$ cat src/rtl/handshake_tgl_rx.sv
// handshake_tgl_rx: destination-domain end of a toggle-based handshake CDC.
// The source flips req_tgl_a once per word and holds data_a stable until it
// sees the matching flip on ack_tgl. This block synchronizes the request
// level and detects its change. It captures the word into a valid/ready
// output stage and flips ack_tgl once the consumer has taken the word.
//
// Optional build macro:
//   HS_RX_ERR_EN - when defined, err latches high if a new request edge
//                  arrives while a word is still waiting for the consumer.
//                  When undefined, err is tied low and no detection logic
//                  is built.
//
// SYNC_STAGES must be in the range 2..4.
module handshake_tgl_rx #(
  parameter int DATA_W      = 8,
  parameter int SYNC_STAGES = 2,
  parameter int CNT_W       = 16
) (
  input  logic              clk,
  input  logic              rst_n,
  input  logic              req_tgl_a,
  input  logic [DATA_W-1:0] data_a,
  output logic              ack_tgl,
  output logic              out_valid,
  output logic [DATA_W-1:0] out_data,
  input  logic              out_ready,
  output logic              busy,
  output logic [CNT_W-1:0]  xfer_cnt,
  output logic              err
);

  // One-hot encoding: the two all-zero and all-one codes are illegal and
  // steer back to IDLE.
  typedef enum logic [1:0] {
    ST_IDLE  = 2'b01,
    ST_VALID = 2'b10
  } state_t;

  state_t state_q, state_d;

  logic [SYNC_STAGES-1:0] sync_q, sync_d;
  logic                   req_s;
  logic                   req_seen_q, req_seen_d;
  logic                   req_edge;
  logic                   ack_tgl_q, ack_tgl_d;
  logic                   out_valid_q, out_valid_d;
  logic [DATA_W-1:0]      out_data_q, out_data_d;
  logic [CNT_W-1:0]       xfer_cnt_q, xfer_cnt_d;

  // The synchronizer chain is a plain shift register. Only its last stage
  // feeds any logic, so metastability can resolve across the earlier stages.
  always_comb begin
    sync_d = {sync_q[SYNC_STAGES-2:0], req_tgl_a};
  end

  // The synchronizer flops clear with the shared reset, so both sides
  // restart from level 0.
  always_ff @(posedge clk or negedge rst_n) begin
    if (!rst_n) begin
      sync_q <= '0;
    end else begin
      sync_q <= sync_d;
    end
  end

  assign req_s = sync_q[SYNC_STAGES-1];

  // A level difference between the synchronized request and the last level
  // consumed marks one pending transfer.
  assign req_edge = req_s ^ req_seen_q;

  // Next-state and datapath decisions for the IDLE/VALID handshake.
  always_comb begin
    state_d     = state_q;
    req_seen_d  = req_seen_q;
    ack_tgl_d   = ack_tgl_q;
    out_valid_d = out_valid_q;
    out_data_d  = out_data_q;
    xfer_cnt_d  = xfer_cnt_q;

    case (state_q)
      ST_IDLE: begin
        // data_a is held stable by the source from its toggle until our
        // ack. Sampling it on this single transition is therefore safe.
        if (req_edge) begin
          out_data_d  = data_a;
          req_seen_d  = req_s;
          out_valid_d = 1'b1;
          state_d     = ST_VALID;
        end
      end

      ST_VALID: begin
        // An edge arriving here is left pending in req_seen. It is picked
        // up on the first IDLE cycle after acceptance.
        if (out_ready) begin
          out_valid_d = 1'b0;
          ack_tgl_d   = ~ack_tgl_q;
          xfer_cnt_d  = xfer_cnt_q + CNT_W'(1);
          state_d     = ST_IDLE;
        end
      end

      default: begin
        out_valid_d = 1'b0;
        state_d     = ST_IDLE;
      end
    endcase
  end

  // State and output registers. An asynchronous clear drops any pending
  // word without acknowledging it.
  always_ff @(posedge clk or negedge rst_n) begin
    if (!rst_n) begin
      state_q     <= ST_IDLE;
      req_seen_q  <= 1'b0;
      ack_tgl_q   <= 1'b0;
      out_valid_q <= 1'b0;
      out_data_q  <= '0;
      xfer_cnt_q  <= '0;
    end else begin
      state_q     <= state_d;
      req_seen_q  <= req_seen_d;
      ack_tgl_q   <= ack_tgl_d;
      out_valid_q <= out_valid_d;
      out_data_q  <= out_data_d;
      xfer_cnt_q  <= xfer_cnt_d;
    end
  end

  assign ack_tgl   = ack_tgl_q;
  assign out_valid = out_valid_q;
  assign out_data  = out_data_q;
  assign xfer_cnt  = xfer_cnt_q;
  assign busy      = (state_q == ST_VALID);

`ifdef HS_RX_ERR_EN
  logic err_q, err_d;

  // The flag latches when the source toggles again before its previous word
  // was acknowledged. It stays set until reset.
  always_comb begin
    err_d = err_q | (req_edge && (state_q == ST_VALID));
  end

  // Sticky error register.
  always_ff @(posedge clk or negedge rst_n) begin
    if (!rst_n) begin
      err_q <= 1'b0;
    end else begin
      err_q <= err_d;
    end
  end

  assign err = err_q;
`else
  assign err = 1'b0;
`endif

endmodule

$ cat config.mk
export PLATFORM = sky130hd
export DESIGN_NAME = handshake_tgl_rx
export DESIGN_NICKNAME = d
export VERILOG_FILES = /design/src/rtl/handshake_tgl_rx.sv
export SDC_FILE = /design/constraint.sdc
export NUM_CORES = 1
export LEC_CHECK = 0
export BUFFER_PORTS_ARGS = -buffer_cell sky130_fd_sc_hd__buf_4
export CAP_MARGIN = 20
export CORE_UTILIZATION = 53
export CTS_CLUSTER_SIZE = 16
export DETAILED_ROUTE_END_ITERATION = 8
export PLACE_DENSITY = 0.92
export SLEW_MARGIN = 20
export SYNTH_ARGS = -nofsm -noshare
export SYNTH_HDL_FRONTEND = slang
export SYNTH_SLANG_ARGS = --single-unit
$ cat constraint.sdc
create_clock -name clk -period 2.3 [get_ports clk]
set_input_delay 0 -clock clk [delete_from_list [all_inputs] [get_ports clk]]
set_output_delay 0 -clock clk [all_outputs]
set_load 0.01 [all_outputs]
# Yosys cells after proc, flatten, opt, wreduce, memory -nomap -nowiden
# Index checks and enable logic that the tools add are counted.
dict set report word_totals {
  ff_bits 31
  input_bits 12
  output_inout_bits 28
  wordCells 23
}
dict set report op_classes {
  addsub 1
  eq_ne 4
  n_mux 6
  bitwise_logic 2
  reduce_logical 3
}
# operator n
set ops {}
lappend ops {{$add 16x1->16 const B} 1}
lappend ops {{$reduce_and 2->1} 3}
lappend ops {{$mux 2} 2}
lappend ops {{$ne 2x2->1 const B} 2}
lappend ops {{$pmux 2 s2} 1}
lappend ops {{$eq 2x1->1 const B} 1}
lappend ops {{$eq 2x2->1 const B} 1}
lappend ops {{$mux 1} 2}
lappend ops {{$pmux 1 s2} 1}
lappend ops {{$not 1->1} 1}
lappend ops {{$xor 1x1->1} 1}

# Logic depth before layout (Yosys ltp)
dict set report depth {
  ltp_word 3
  ltp_mapped 5
  ltp_nobuf 5
}

# Least setup slack after synthesis
# No wires, ideal clock.
dict set report synth_path {
  path_kind {register -> register}
  from {register xfer_cnt_q[0], in the netlist xfer_cnt[0]}
  to {register xfer_cnt_q[12], in the netlist xfer_cnt[12]}
  setup_time_ns 0.125
  t_arrival_ns 1.370
  t_required_ns 2.175
  setup_slack_ns 0.805
  path_stages_with_launch 6
  n_path_buf 0
  period_less_slack_ns 1.495
  cell_sequence {dfrtp_1 ha_1 nand4b_2 nor4_2 nand4_1 xnor2_1}
}
dict set report synth_via {
  elab_chain_cells 1
}
# item line
set synth_lines {}
lappend synth_lines {{start: declaration} 48} ;# logic [CNT_W-1:0] xfer_cnt_q, xfer_cnt_d;
lappend synth_lines {{start signal: assignment} 127} ;# xfer_cnt_q <= xfer_cnt_d;
lappend synth_lines {{$add 16x1->16} 99} ;# xfer_cnt_d = xfer_cnt_q + CNT_W'(1);
# No other way between the ends.
# A chain may end at the register's enable or synchronous reset.

# Worst setup path after layout
dict set report layout_path {
  from {register state_q[0]}
  to {register out_data_q[7], in the netlist out_data[7]}
}
dict set report layout_via {
  elab_chain_cells 2
}
# item line
set layout_lines {}
lappend layout_lines {{start: declaration} 39} ;# state_t state_q, state_d;
lappend layout_lines {{start signal: assignment} 122} ;# state_q <= state_d;
lappend layout_lines {{$eq 2x1->1} 81} ;# case (state_q)
lappend layout_lines {{$reduce_and 2->1 (no line)} -}
lappend layout_lines {{end signal: assignment} 126} ;# out_data_q <= out_data_d;
lappend layout_lines {{end: declaration} 47} ;# logic [DATA_W-1:0] out_data_q, out_data_d;
# No other way between the ends.

==> flow_metrics.tcl <==
set metrics [dict create \
    synth_top_family_by_area "simple AND/OR/NAND/NOR gates" \
    max_stage_delay_ns 0.53 \
    final_util_pct 78.7 \
    seq_area_frac_synth_pct 60.0 \
    grt_max_degree 31 \
    drtAntennaViolNets 0 \
    synthSimpleGateAreaFrac_pct 15.7 \
    grt_pass1_vias 892 \
    nNetsFinal 158 \
    vias_per_cell 5.01 \
    cp.arrival_ns 1.82 \
    routed_wl_um 2470 \
    finalPower_mw 1.75 \
    drive_above_1_share_pct 43.2 \
    cts_max_level 2 \
    synth_xor_area_share_pct 11.9 \
    stdcell_area_um2 1740 \
    dieHeight_um 50.6 \
    synth_area_um2 1250 \
    avgSynthCellArea_um2 13.6 \
    antenna_found_initial 0 \
    cts_tree "yes" \
    ff2ff_setup_slack_ns 0.68 \
    numCtsBuffers 5 \
    layout_common_cells "buf_4, dfrtp_1, xnor2_1, mux2_2, dlygate4sd3_1" \
    portBuffers 38 \
    die_area_um2 2560 \
    muxShareOfSynthArea_pct 8.98 \
    fin_worst_skew_ns 0.00608 \
    cap_violations 0 \
    fin_crit_ns 1.62 \
    row_count 17 \
    finalHoldViolCount 0 \
    place.gp.congestion 0.802 \
    cp.buffers_inverters 0 \
    slowest_stage "dfstp_2" \
    drc_errors 0 \
    power_density_nw_per_um2 1000 \
    ys_ff_latch 30 \
    numClockSinks 30 \
    drtPass1Iterations 5 \
    rsz0062_at_grt "no" \
    ys_types 24 \
    hpwlAfterDp_um 1650 \
    antenna_cells 0 \
    drv_slew 0 \
    hold_class "input port to flip-flop" \
    synthCells 92 \
    nFillCells 144 \
    critPathTopFamily "simple AND/OR/NAND/NOR gates" \
    dp.cells 156 \
    clk_path_buf_depth 2 \
    max_freq_ghz 0.618 \
    instances_no_fill 174 \
    vdd_drop_max_mv 0.944 \
    clock_latency_ns 0.32 \
    grt_pass1_wl_um 4140 \
    post_cts_buffers 0 \
    dpl-instance-area_um2 1560 \
    grt-ovfl-total 0 \
    critPathMaxFanout 9 \
    io_pins 40 \
    drtIter0Drc 9 \
    fin_crit_sh_pct 70.4 \
    synth_fp_nets 105 \
    synth_compound_area_share_pct 0 \
    p_leak_nw 0.874 \
    dieWidth_um 50.6 \
    vias 872 \
    track_usage_pct 23.2 \
    cts_root_buf "clkbuf_4" \
    area_growth_pct 38.8 \
    core_area_um2 2210 \
    worst_ep_required_time_ns 2.50 \
    worstSetupStartpointType "flip-flop" \
    setup_viol 0 \
    crit_type "flip-flop to flip-flop" \
    path_cells "nor2b_1 -> and2_1 -> mux2_2" \
    layout_commonest_cell "buf_4" \
    synth_fa_ha_area_share_pct 0.998 \
    drt-wirelength-per-cell_um 14.2 \
    ys_warn_count 0 \
    tns_ns 0 \
    crit_path_end_kind "flip-flop" \
    path_clk_slew_ns 0.09 \
    initial_utilization_pct 56.7 \
    status "complete, no violations" \
]
cell usage after synthesis:
cell type  count  area [um^2]
and2_1         1         6.26
and4_1         1         8.76
buf_2          1         5.00
buf_4          1         7.51
conb_1         1         3.75
dfrtp_1       29          726
dfstp_2        1         26.3
ha_1           1         12.5
inv_1          4         15.0
mux2_2        10          113
nand2_1        6         22.5
nand2b_2       1         8.76
nand3_1        3         15.0
nand4_1        3         18.8
nand4_2        1         12.5
nand4_4        1         21.3
nand4b_2       1         15.0
nor2_1         4         15.0
nor2b_1        1         6.26
nor4_2         1         12.5
nor4_4         1         21.3
or2_1          2         12.5
xnor2_1       13          114
xor2_1         4         35.0
report_power, final:
part           switching [mW]  leakage (nW)  internal [mW]  total [mW]
sequential              0.114         0.383          0.670       0.784
clock                   0.169        0.0446          0.209       0.378
combinational           0.247         0.447          0.336       0.583
total                   0.530         0.874           1.22        1.75
flip-flops by register name, summed over array words and instances, names as in the netlist:
| signal | cells |
|---|---|
| sync_q | 2 |
| ack_tgl | 1 |
| xfer_cnt | 16 |
| req_seen_q | 1 |
| out_valid | 1 |
| state_q | 1 |
| out_data | 8 |
final timing paths:
kind                                        start                      end  cells past startpoint
setup / recovery           state_q[0]$_DFFE_PN1P_  out_data[7]$_DFFE_PN0P_                      3
hold / removal                          out_ready  xfer_cnt[2]$_DFFE_PN0P_                      3
setup reg to reg           state_q[0]$_DFFE_PN1P_  out_data[7]$_DFFE_PN0P_                      3
hold reg to reg               sync_q[0]$_DFF_PN0_      sync_q[1]$_DFF_PN0_                      0
max in group asynchronous                   rst_n   state_q[0]$_DFFE_PN1P_                      2
min in group asynchronous                   rst_n  xfer_cnt[5]$_DFFE_PN0P_                      2
routing by layer:
metal / wire length [um] / global-route usage (%) / part of all wire [%]
met4: 69 / 10.6 / 2.8
met2: 1300 / 37.3 / 52
met5: 0 / 0 / 0
met3: 147 / 9.09 / 5.9
met1: 959 / 27.2 / 39
logic make-up after synthesis:
| kind of cell | count (synthesis) |
|---|---|
| other cells | 1 |
| xor+xnor | 17 |
| flops | 30 |
| fa+ha+maj | 1 |
| mux | 10 |
| buf+inv | 6 |
| simple gates | 27 |
what timing repair did:
action                    in CTS  in global routing
gates resized for setup        0                  0
hold endpoints to repair      39                  0
hold buffers                  10                  0
worst reg2reg max path: stages, from the launching register on:
cell and delay [ns]:
dfstp_2 0.53, nor2b_1 0.16, and2_1 0.40, mux2_2 0.41
per-stage QoR:
stage | hold slack [ns] | worst slack (ns)
after global routing | 0.0354 | 0.600
after detailed placement | -0.0550 | 0.734
after CTS | 0.0164 | 0.727
after global placement | -0.0611 | 0.749
after floorplan | -0.296 | 0.805
final | 0.0302 | 0.681
area by class of cell:
cell class                      instances  area (um^2)  share of cell area, %
Inverter                                4         15.0                  0.863
Timing Repair Buffer                   48          385                   22.1
Tap cell                               28         35.0                   2.01
Multi-Input combinational cell         56          474                   27.2
Clock buffer                            8         78.8                   4.53
Sequential cell                        30          752                   43.2
Note: power is estimated with default switching activity, not from simulation.
